===== src/rtl/mem_txn_fsm_if.sv =====
`default_nettype none
// ============================================================================
// Module   : mem_txn_fsm_if
// Brief    : Request, byte-stream and QSPI engine signals for mem_txn_fsm.
// Revision : 1.0 - initial release
// ============================================================================
interface mem_txn_fsm_if;
    logic        ena;
    logic        r_w;
    logic        address_valid;
    logic [23:0] address;
    logic        length_valid;
    logic [8:0]  length;
    logic [7:0]  fsm_in_data;
    logic        fsm_in_valid;
    logic        fsm_ready;
    logic [7:0]  fsm_out_data;
    logic        fsm_out_valid;
    logic        fsm_out_ready;
    logic        txn_done;
    logic        qspi_frame;
    logic [7:0]  qspi_tx_data;
    logic        qspi_tx_valid;
    logic        qspi_tx_ready;
    logic [7:0]  qspi_rx_data;
    logic        qspi_rx_valid;
    logic        qspi_rx_ready;

    modport slave (
        input  ena, r_w, address_valid, address, length_valid, length,
        input  fsm_in_data, fsm_in_valid, fsm_out_ready,
        input  qspi_tx_ready, qspi_rx_data, qspi_rx_valid,
        output fsm_ready, fsm_out_data, fsm_out_valid, txn_done,
        output qspi_frame, qspi_tx_data, qspi_tx_valid, qspi_rx_ready
    );

    modport master (
        output ena, r_w, address_valid, address, length_valid, length,
        output fsm_in_data, fsm_in_valid, fsm_out_ready,
        output qspi_tx_ready, qspi_rx_data, qspi_rx_valid,
        input  fsm_ready, fsm_out_data, fsm_out_valid, txn_done,
        input  qspi_frame, qspi_tx_data, qspi_tx_valid, qspi_rx_ready
    );
endinterface
`default_nettype wire


===== src/rtl/mem_txn_fsm.sv =====
`default_nettype none
// ============================================================================
// Module   : mem_txn_fsm
// Brief    : Turns read/write requests into SPI-flash frames (WREN, opcode,
//            24-bit address, data) on a byte-level QSPI engine.
//            Define FAST_READ_EN for 0x0B reads with one dummy byte.
// Revision : 1.0 - initial release
// ============================================================================
module mem_txn_fsm #(
    parameter logic [7:0] RD_OPCODE   = 8'h03,
    parameter logic [7:0] WR_OPCODE   = 8'h02,
    parameter logic [7:0] WREN_OPCODE = 8'h06,
    parameter int         MAX_LEN     = 256
) (
    input  wire logic    clk,
    input  wire logic    rst,
    mem_txn_fsm_if.slave bus
);

    localparam logic [3:0] c_st_idle    = 4'd0;
    localparam logic [3:0] c_st_wren    = 4'd1;
    localparam logic [3:0] c_st_gap     = 4'd2;
    localparam logic [3:0] c_st_cmd     = 4'd3;
    localparam logic [3:0] c_st_addr    = 4'd4;
    localparam logic [3:0] c_st_data_rd = 4'd5;
    localparam logic [3:0] c_st_data_wr = 4'd6;
    localparam logic [3:0] c_st_done    = 4'd7;
`ifdef FAST_READ_EN
    localparam logic [3:0] c_st_dummy   = 4'd8;
    localparam logic [7:0] c_rd_opcode  = 8'h0B;
`else
    localparam logic [7:0] c_rd_opcode  = RD_OPCODE;
`endif
    localparam logic [9:0] c_max_len    = 10'(MAX_LEN);

    logic [3:0]  r_state;
    logic [3:0]  w_next_state;
    logic [23:0] r_addr;
    logic [8:0]  r_len;
    logic        r_addr_flag;
    logic        r_len_flag;
    logic        r_rd;
    logic [1:0]  r_idx;
    logic [8:0]  r_cnt;
    logic [7:0]  r_out_data;
    logic        r_out_valid;

    logic        w_frame;
    logic [7:0]  w_tx_data;
    logic        w_tx_valid;
    logic        w_fsm_ready;
    logic        w_rx_ready;
    logic [8:0]  w_len_sel;
    logic        w_req;
    logic        w_len_ok;
    logic        w_tx_fire;
    logic        w_rx_fire;
    logic        w_out_fire;

    // A qualifier arriving this cycle counts as already latched
    assign w_len_sel  = bus.length_valid ? bus.length : r_len;
    assign w_req      = (r_state == c_st_idle) && bus.ena &&
                        (r_addr_flag || bus.address_valid) &&
                        (r_len_flag  || bus.length_valid);
    assign w_len_ok   = (w_len_sel != 9'd0) && ({1'b0, w_len_sel} <= c_max_len);
    assign w_tx_fire  = w_tx_valid && bus.qspi_tx_ready;
    assign w_rx_fire  = bus.qspi_rx_valid && w_rx_ready;
    assign w_out_fire = r_out_valid && bus.fsm_out_ready;

    always_ff @(posedge clk) begin
        if (rst) begin
            r_state <= c_st_idle;
        end else begin
            r_state <= w_next_state;
        end
    end

    always_comb begin
        w_next_state = r_state;
        w_frame      = 1'b0;
        w_tx_data    = 8'h00;
        w_tx_valid   = 1'b0;
        w_fsm_ready  = 1'b0;
        w_rx_ready   = 1'b0;
        case (r_state)
            c_st_idle: begin
                if (w_req && w_len_ok) begin
                    w_next_state = bus.r_w ? c_st_cmd : c_st_wren;
                end
            end
            c_st_wren: begin
                w_frame    = 1'b1;
                w_tx_data  = WREN_OPCODE;
                w_tx_valid = 1'b1;
                if (bus.qspi_tx_ready) w_next_state = c_st_gap;
            end
            c_st_gap: begin
                w_next_state = c_st_cmd;
            end
            c_st_cmd: begin
                w_frame    = 1'b1;
                w_tx_data  = r_rd ? c_rd_opcode : WR_OPCODE;
                w_tx_valid = 1'b1;
                if (bus.qspi_tx_ready) w_next_state = c_st_addr;
            end
            c_st_addr: begin
                w_frame    = 1'b1;
                w_tx_valid = 1'b1;
                case (r_idx)
                    2'd0:    w_tx_data = r_addr[23:16];
                    2'd1:    w_tx_data = r_addr[15:8];
                    default: w_tx_data = r_addr[7:0];
                endcase
                if (bus.qspi_tx_ready && (r_idx == 2'd2)) begin
`ifdef FAST_READ_EN
                    w_next_state = r_rd ? c_st_dummy : c_st_data_wr;
`else
                    w_next_state = r_rd ? c_st_data_rd : c_st_data_wr;
`endif
                end
            end
`ifdef FAST_READ_EN
            c_st_dummy: begin
                w_frame    = 1'b1;
                w_tx_valid = 1'b1;
                if (bus.qspi_tx_ready) w_next_state = c_st_data_rd;
            end
`endif
            c_st_data_wr: begin
                w_frame     = 1'b1;
                w_tx_data   = bus.fsm_in_data;
                w_tx_valid  = bus.fsm_in_valid;
                w_fsm_ready = bus.qspi_tx_ready;
                if (bus.fsm_in_valid && bus.qspi_tx_ready && (r_cnt == 9'd1)) begin
                    w_next_state = c_st_done;
                end
            end
            c_st_data_rd: begin
                w_frame    = 1'b1;
                // One-deep output buffer: refill only when empty or draining
                w_rx_ready = !r_out_valid || bus.fsm_out_ready;
                if (w_out_fire && (r_cnt == 9'd1)) w_next_state = c_st_done;
            end
            c_st_done: begin
                w_next_state = c_st_idle;
            end
            default: begin
                w_next_state = c_st_idle;
            end
        endcase
    end

    always_ff @(posedge clk) begin
        if (rst) begin
            r_addr      <= 24'd0;
            r_len       <= 9'd0;
            r_addr_flag <= 1'b0;
            r_len_flag  <= 1'b0;
            r_rd        <= 1'b0;
            r_idx       <= 2'd0;
            r_cnt       <= 9'd0;
            r_out_data  <= 8'h00;
            r_out_valid <= 1'b0;
        end else begin
            if (r_state == c_st_idle) begin
                if (bus.address_valid) begin
                    r_addr      <= bus.address;
                    r_addr_flag <= 1'b1;
                end
                if (bus.length_valid) begin
                    r_len      <= bus.length;
                    r_len_flag <= 1'b1;
                end
                // Flags clear on every start attempt, including discarded ones
                if (w_req) begin
                    r_addr_flag <= 1'b0;
                    r_len_flag  <= 1'b0;
                    r_rd        <= bus.r_w;
                end
            end

            if (r_state == c_st_addr) begin
                if (w_tx_fire) r_idx <= r_idx + 2'd1;
            end else begin
                r_idx <= 2'd0;
            end

            if (r_state == c_st_data_wr) begin
                if (w_tx_fire) r_cnt <= r_cnt - 9'd1;
            end else if (r_state == c_st_data_rd) begin
                if (w_out_fire) r_cnt <= r_cnt - 9'd1;
            end else begin
                r_cnt <= r_len;
            end

            if (r_state == c_st_data_rd) begin
                if (w_rx_fire) begin
                    r_out_data  <= bus.qspi_rx_data;
                    r_out_valid <= 1'b1;
                end else if (w_out_fire) begin
                    r_out_valid <= 1'b0;
                end
            end else begin
                r_out_valid <= 1'b0;
            end
        end
    end

    assign bus.txn_done      = (r_state == c_st_idle);
    assign bus.qspi_frame    = w_frame;
    assign bus.qspi_tx_data  = w_tx_data;
    assign bus.qspi_tx_valid = w_tx_valid;
    assign bus.qspi_rx_ready = w_rx_ready;
    assign bus.fsm_ready     = w_fsm_ready;
    assign bus.fsm_out_data  = r_out_data;
    assign bus.fsm_out_valid = r_out_valid;

endmodule
`default_nettype wire

===== src/flat_wrapper.sv =====
// flat-port wrapper written by rule: the top's interface ports become plain ports
module mem_txn_fsm_flat 
#(
    parameter logic [7:0] RD_OPCODE   = 8'h03,
    parameter logic [7:0] WR_OPCODE   = 8'h02,
    parameter logic [7:0] WREN_OPCODE = 8'h06,
    parameter int         MAX_LEN     = 256
)
  (clk, rst, bus_ena, bus_r_w, bus_address_valid, bus_address, bus_length_valid, bus_length, bus_fsm_in_data, bus_fsm_in_valid, bus_fsm_out_ready, bus_qspi_tx_ready, bus_qspi_rx_data, bus_qspi_rx_valid, bus_fsm_ready, bus_fsm_out_data, bus_fsm_out_valid, bus_txn_done, bus_qspi_frame, bus_qspi_tx_data, bus_qspi_tx_valid, bus_qspi_rx_ready);
  mem_txn_fsm_if bus_i ();
  input  wire logic clk;
  input  wire logic rst;
  input wire logic [$bits(bus_i.ena)-1:0] bus_ena;
  input wire logic [$bits(bus_i.r_w)-1:0] bus_r_w;
  input wire logic [$bits(bus_i.address_valid)-1:0] bus_address_valid;
  input wire logic [$bits(bus_i.address)-1:0] bus_address;
  input wire logic [$bits(bus_i.length_valid)-1:0] bus_length_valid;
  input wire logic [$bits(bus_i.length)-1:0] bus_length;
  input wire logic [$bits(bus_i.fsm_in_data)-1:0] bus_fsm_in_data;
  input wire logic [$bits(bus_i.fsm_in_valid)-1:0] bus_fsm_in_valid;
  input wire logic [$bits(bus_i.fsm_out_ready)-1:0] bus_fsm_out_ready;
  input wire logic [$bits(bus_i.qspi_tx_ready)-1:0] bus_qspi_tx_ready;
  input wire logic [$bits(bus_i.qspi_rx_data)-1:0] bus_qspi_rx_data;
  input wire logic [$bits(bus_i.qspi_rx_valid)-1:0] bus_qspi_rx_valid;
  output wire logic [$bits(bus_i.fsm_ready)-1:0] bus_fsm_ready;
  output wire logic [$bits(bus_i.fsm_out_data)-1:0] bus_fsm_out_data;
  output wire logic [$bits(bus_i.fsm_out_valid)-1:0] bus_fsm_out_valid;
  output wire logic [$bits(bus_i.txn_done)-1:0] bus_txn_done;
  output wire logic [$bits(bus_i.qspi_frame)-1:0] bus_qspi_frame;
  output wire logic [$bits(bus_i.qspi_tx_data)-1:0] bus_qspi_tx_data;
  output wire logic [$bits(bus_i.qspi_tx_valid)-1:0] bus_qspi_tx_valid;
  output wire logic [$bits(bus_i.qspi_rx_ready)-1:0] bus_qspi_rx_ready;
  assign bus_i.ena = bus_ena;
  assign bus_i.r_w = bus_r_w;
  assign bus_i.address_valid = bus_address_valid;
  assign bus_i.address = bus_address;
  assign bus_i.length_valid = bus_length_valid;
  assign bus_i.length = bus_length;
  assign bus_i.fsm_in_data = bus_fsm_in_data;
  assign bus_i.fsm_in_valid = bus_fsm_in_valid;
  assign bus_i.fsm_out_ready = bus_fsm_out_ready;
  assign bus_i.qspi_tx_ready = bus_qspi_tx_ready;
  assign bus_i.qspi_rx_data = bus_qspi_rx_data;
  assign bus_i.qspi_rx_valid = bus_qspi_rx_valid;
  assign bus_fsm_ready = bus_i.fsm_ready;
  assign bus_fsm_out_data = bus_i.fsm_out_data;
  assign bus_fsm_out_valid = bus_i.fsm_out_valid;
  assign bus_txn_done = bus_i.txn_done;
  assign bus_qspi_frame = bus_i.qspi_frame;
  assign bus_qspi_tx_data = bus_i.qspi_tx_data;
  assign bus_qspi_tx_valid = bus_i.qspi_tx_valid;
  assign bus_qspi_rx_ready = bus_i.qspi_rx_ready;
  mem_txn_fsm #(.RD_OPCODE(RD_OPCODE), .WR_OPCODE(WR_OPCODE), .WREN_OPCODE(WREN_OPCODE), .MAX_LEN(MAX_LEN)) u_core (.clk(clk), .rst(rst), .bus(bus_i));
endmodule

===== config.mk =====
export PLATFORM = sky130hd
export DESIGN_NAME = mem_txn_fsm_flat
export DESIGN_NICKNAME = d
export VERILOG_FILES = /design/src/rtl/mem_txn_fsm_if.sv /design/src/rtl/mem_txn_fsm.sv /design/src/flat_wrapper.sv
export SDC_FILE = /design/constraint.sdc
export NUM_CORES = 1
export LEC_CHECK = 0
export BUFFER_PORTS_ARGS = -buffer_cell sky130_fd_sc_hd__buf_2
export CORE_ASPECT_RATIO = 0.5
export CORE_UTILIZATION = 36
export DETAILED_ROUTE_END_ITERATION = 7
export SLEW_MARGIN = 40
export SYNTH_ARGS = -nofsm -noshare
export SYNTH_HDL_FRONTEND = slang
export SYNTH_SLANG_ARGS = --single-unit

===== constraint.sdc =====
create_clock -name clk -period 2.5 [get_ports clk]
set_input_delay 0.125 -clock clk [delete_from_list [all_inputs] [get_ports clk]]
set_output_delay 0.125 -clock clk [all_outputs]
set_load 0.005 [all_outputs]

# Word level (Yosys, flattened, before mapping)
# Index checks and enable logic that the tools add are counted.
# totals
ff_bits	60
inputBits	59
out_inout_bits	22
# classes
addsub	2
n_lt_le_gt_ge	1
n_mux	27
eq_ne	17
bitwise	2
reduce_logical	33
# ops
cell	count
9-bit two-way mux	5
8-bit case mux with 4 select lines	1
4-bit case mux with 7 select lines	1
4-bit two-way mux	6
8-bit case mux with 2 select lines	1
4-bit by 3-bit equality test with 1-bit output (second input constant)	3
1-bit logical AND	12
2-bit AND reduction	6
1-bit two-way mux	10
2-bit by 1-bit inequality test with 1-bit output (second input constant)	5
9-bit by 1-bit equality test with 1-bit output (second input constant)	1
9-bit less-or-equal comparator (second input constant)	1
9-bit nonzero test	1
9-bit by 1-bit subtractor with 9-bit output (second input constant)	1
4-bit by 2-bit equality test with 1-bit output (second input constant)	2
6-bit AND reduction	1
2-bit nonzero test	3
5-bit OR reduction	1
4-bit by 1-bit equality test with 1-bit output (second input constant)	1
4-bit zero test	1
2-bit two-way mux	2
2-bit inequality test (second input constant)	2
2-bit OR reduction	2
1-bit logical OR	3
other kinds (9)	10

# Depth between registers and ports, before layout
# depth
word_depth	7
ltp_mapped	8

# Worst setup path after synthesis
# OpenSTA, ideal clock, no wires.
# synth_timing
kind	register to output
startpoint	reg u_core.r_idx[0]
endpoint	out bus_qspi_tx_data[2]
stages_incl_launch_ff	9
n_path_buf	1
t_arrival_ps	1701
setup_slack_ps	674
required_ps	2375
cell_sequence	dfxtp_1 -> inv_1 -> ha_1 -> buf_1 -> nor2_1 -> a21oi_1 -> a2111oi_0 -> a21oi_1 -> nor2_1
# synth_between
elab_chain_cells	3
word_cells_on_any_way	4
classes_between	eq/ne (1); mux (2); reduce/logical (1)
# synth_lines
item	line	source
start: declaration	mem_txn_fsm.sv:43	logic [1:0] r_idx;
start signal: assignment	mem_txn_fsm.sv:183	if (w_tx_fire) r_idx <= r_idx + 2'd1;
2-bit by 1-bit equality test with 1-bit output or 2-bit zero test (tied branches)	mem_txn_fsm.sv:109	case (r_idx)
8-bit case mux with 2 select lines *	mem_txn_fsm.sv:109	
8-bit case mux with 4 select lines *	mem_txn_fsm.sv:85	case (r_state)
end: declaration	flat_wrapper.sv:30	output wire logic [$bits(bus_i.qspi_tx_data)-1:0] bus_qspi_tx_data;
# Every way passes the cells marked *; elsewhere a longest branch is shown, timed or not.

# Worst setup path in the final report
# layout_timing
startpoint	reg u_core.r_state[2]
endpoint	out bus_qspi_tx_data[4]
# layout_between
elab_chain_cells	2
word_cells_on_any_way	5
classes_between	eq/ne (4); mux (1)
# layout_lines
item	line	source
start: declaration	mem_txn_fsm.sv:36	logic [3:0] r_state;
start signal: assignment	mem_txn_fsm.sv:72	r_state <= c_st_idle;
start signal: assignment	mem_txn_fsm.sv:74	r_state <= w_next_state;
4-bit by 3-bit equality test with 1-bit output, or another cell as far along	mem_txn_fsm.sv:85	
8-bit case mux with 4 select lines *	mem_txn_fsm.sv:85	
# Marked as above.

==> flow_summary_export.csv <==
group,metric,value,unit
global_route,grt_max_degree,32,
clocking,ctsRootBufferMaster,"clkbuf_16",
final_layout,area_growth,27.4,%
yosys,synth_warnings,0,
final_layout,final_common_cell,"nand2_1",
floorplan,fp.dieH,65.8,microns
critical_path,crit_fanout,13,
routing,first_iter_violations,98,
critical_path,crit_start,"u_core.r_state[2]$_SDFFE_PP0P_",
yosys,synth-seq-cells,59,
final_layout,fin_util,0.491,
sta,setup_violations,0,
global_route,globalRoute.totalOverflow,0,
routing,drt-pass1-iter-count,4,
routing,drc,0,
pwr,swShare,0.320,
routing,vias_per_cell,4.98,
pwr,power.share.sequential,0.361,
routing,wl_per_cell,13.0,microns
sta,tightest_slew,0.625,ns
sta,slew_viol_final,0,
sta,skew,0.00615,ns
critical_path,crit_path_end,"bus_qspi_tx_data[4]",
sta,rsz0062_at_grt,"false",
sta,hold_viol,0,
final_layout,drive_gt1_frac,0.245,
critical_path,cpMaxStageDelayCell,"dfxtp_1",
global_route,grt_usage,0.191,
pwr,max-vdd-ir-drop,0.404,mV
sta,period_share,0.918,
pwr,p_switching,1.09,mW
placed_design,numPortBuffers,80,
global_route,grt_pass1_vias,2644,
clocking,h-tree-depth,3,
critical_path,worst-r2r-setup-slack,0.53,ns
clocking,ctsHoldBuffers,0,
status,run_status,"completed",
routing,route.vias.total,2841,
run,drv_cap,0,
clocking,cts_sinks,59,
pwr,p_leak,1.65,nW
clocking,clock_latency,0.33,ns
yosys,synth_edf_count,0,
routing,postRouteAntennaNets,0,
clocking,tritoncts,"done",
pwr,p_clk_frac,0.371,
final_layout,most-common-layout-cells,"nand2_1 (88), buf_2 (80), dfxtp_1 (59), a21oi_1 (46), nor2_1 (33)",
critical_path,max_stage_delay,0.53,ns
sta,setup_tns,0,ns
global_route,grt_pass1_wl,12400,microns
clocking,postCtsSetupBuffers,0,
final_layout,nets,522,
global_route,antenna_found_initial,0,
critical_path,worstSetupPathType,"reg2out",
floorplan,num_rows,22,
sta,slew_headroom,0.583,
clocking,clockBufferDepth,2,
critical_path,cp-start-kind,"flip-flop",
hold_path,hold_path_class,"in2reg",
floorplan,die_x,130,microns
routing,drt-total-wl,7420,microns
yosys,synthFlopType,"dfxtp_1",
critical_path,r2r_end,"u_core.r_state[1]$_SDFFE_PP0P_",
yosys,ys_async_sr_fraction,0,
clocking,clk_pin_slew,0.05,ns
critical_path,arrival,2.17,ns
yosys,synthesis.nets,447,
critical_path,path_cells,"inv_1 > ha_1 > or2_2 > a221oi_1 > buf_2",
yosys,synth_cell_types,48,
final_layout,antenna-diode-count,0,
sta,fmax,435,MHz
critical_path,reg2reg_from,"u_core.r_state[0]$_SDFFE_PP0P_",
placed_design,dp_hpwl,5380,microns
floorplan,initial_core_util,0.385,
yosys,synth-seq-area-share,0.404,
floorplan,core_area,7600,sq um
critical_path,reg2regPathDepth,5,
yosys,syn-cell-area,2930,sq um
clocking,cts_inserted_buffers,9,
pwr,p_int,2.32,mW
critical_path,cp.required,2.38,ns
sta,min_period,2.30,ns
critical_path,crit_path_end_kind,"primary output",
floorplan,dieArea,8520,sq um
placed_design,place_congestion,0.799,
clocking,postCtsResizedCells,0,
yosys,syn_inst,382,
pwr,cellPowerDensity,914,nW/um^2
pwr,p_comb_frac,0.268,
floorplan,ioPinCount,81,
yosys,synth.avg_cell_area,7.66,sq um
## registers in the layout (all words and copies together) (netlist names)
name,flops
u_core.r_addr,24
u_core.r_cnt,9
u_core.r_len,9
u_core.bus.fsm_out_data,8
u_core.r_state,3
u_core.r_idx,2
u_core.bus.fsm_out_valid,1
u_core.r_addr_flag,1
u_core.r_len_flag,1
u_core.r_rd,1
## metrics by stage
stage	worst slack [ns]	std cells	total power, mW	hold slack, ns	area [sq um]
after floorplan	0.674	382	1.90	0.261	2930
after global placement	0.588	554	2.16	0.361	3420
after detailed placement	0.570	554	2.16	0.369	3420
after CTS	0.208	570	3.44	0.0226	3730
after global routing	0.0329	570	3.64	0.0252	3730
final	0.204	570	3.41	0.0284	3730
## worst min path at each step
stage	start	to	slack, ns	depth (start not counted)
5_1_grt	bus_address[0]	u_core.r_addr[0]$_SDFFE_PP0P_	0.03	3
4_1_cts	bus_qspi_rx_data[0]	u_core.bus.fsm_out_data[0]$_SDFFE_PP0P_	0.02	3
3_3_place_gp	bus_qspi_rx_data[3]	u_core.bus.fsm_out_data[3]$_SDFFE_PP0P_	0.36	3
3_5_place_dp	bus_qspi_rx_data[0]	u_core.bus.fsm_out_data[0]$_SDFFE_PP0P_	0.37	3
2_1_floorplan	bus_address[0]	u_core.r_addr[0]$_SDFFE_PP0P_	0.26	2
6_report	bus_qspi_rx_data[0]	u_core.bus.fsm_out_data[0]$_SDFFE_PP0P_	0.03	3
## cell type report
cell class / count / area (sq um)
repair buffers: 86 / 445
clock buffers: 12 / 267
flip-flops and latches: 59 / 1180
inverters: 17 / 63.8
clock inverters: 4 / 47.5
fillers: 791 / 3870
well taps: 108 / 135
multi-input cells: 284 / 1590
## power by group through the flow
stage / registers (mW) / clock network [mW] / logic (mW)
finish: 1.23 / 1.27 / 0.914
detailed placement: 1.25 / 0 / 0.911
global route: 1.25 / 1.35 / 1.03
CTS: 1.23 / 1.29 / 0.920
global placement: 1.25 / 0 / 0.910
floorplan: 1.19 / 0 / 0.712
## logic make-up (layout without fill, tap and decap cells)
family	after synthesis	count (layout)	share of synthesized area
and+or+nand+nor	169	169	0.267
AOI/OAI and AO/OA	96	96	0.207
DFF	59	59	0.404
buffers and inverters	39	119	0.0530
muxes	11	11	0.0381
adders and majority gates	6	6	0.0257
xor gates and xnor gates	2	2	0.00599
## cell usage after synthesis, types with 2 or more instances
| master | number | area, sq um |
|---|---|---|
| buf_2 | 7 | 35.0 |
| nand3_1 | 4 | 20.0 |
| nor2_1 | 33 | 124 |
| nand2b_1 | 5 | 31.3 |
| dfxtp_1 | 59 | 1180 |
| buf_1 | 2 | 7.51 |
| a211oi_1 | 4 | 30.0 |
| and2_1 | 6 | 37.5 |
| nand2_1 | 88 | 330 |
| a21oi_1 | 46 | 230 |
| and3_1 | 3 | 18.8 |
| nor4_1 | 4 | 25.0 |
| nor2b_1 | 6 | 37.5 |
| a31o_2 | 2 | 17.5 |
| o21ai_0 | 14 | 70.1 |
| mux2i_1 | 10 | 100 |
| or3_1 | 3 | 18.8 |
| inv_1 | 16 | 60.1 |
| a221oi_1 | 13 | 114 |
| nor3_1 | 9 | 45.0 |
| ha_1 | 6 | 75.1 |
| clkbuf_1 | 13 | 48.8 |
| a22oi_1 | 4 | 30.0 |
## metal layers
| metal | vias to the layer above | routed length [microns] | GRT usage |
|---|---|---|---|
| li1 | 1470 | - | - |
| met2 | 63 | 3300 | 0.306 |
| met1 | 1301 | 3670 | 0.241 |
| met4 | 0 | 74 | 0.0698 |
| met5 | - | 0 | 0 |
| met3 | 7 | 381 | 0.0619 |
## worst max-delay path: cells and delay by family (launching register included)
family / cells / cell delay, ns
flops: 1 / 0.53
fa+ha+maj: 1 / 0.36
buf+inv: 2 / 0.37
compound gates: 1 / 0.24
simple gates: 1 / 0.36
(Power assumes the default switching activity.)
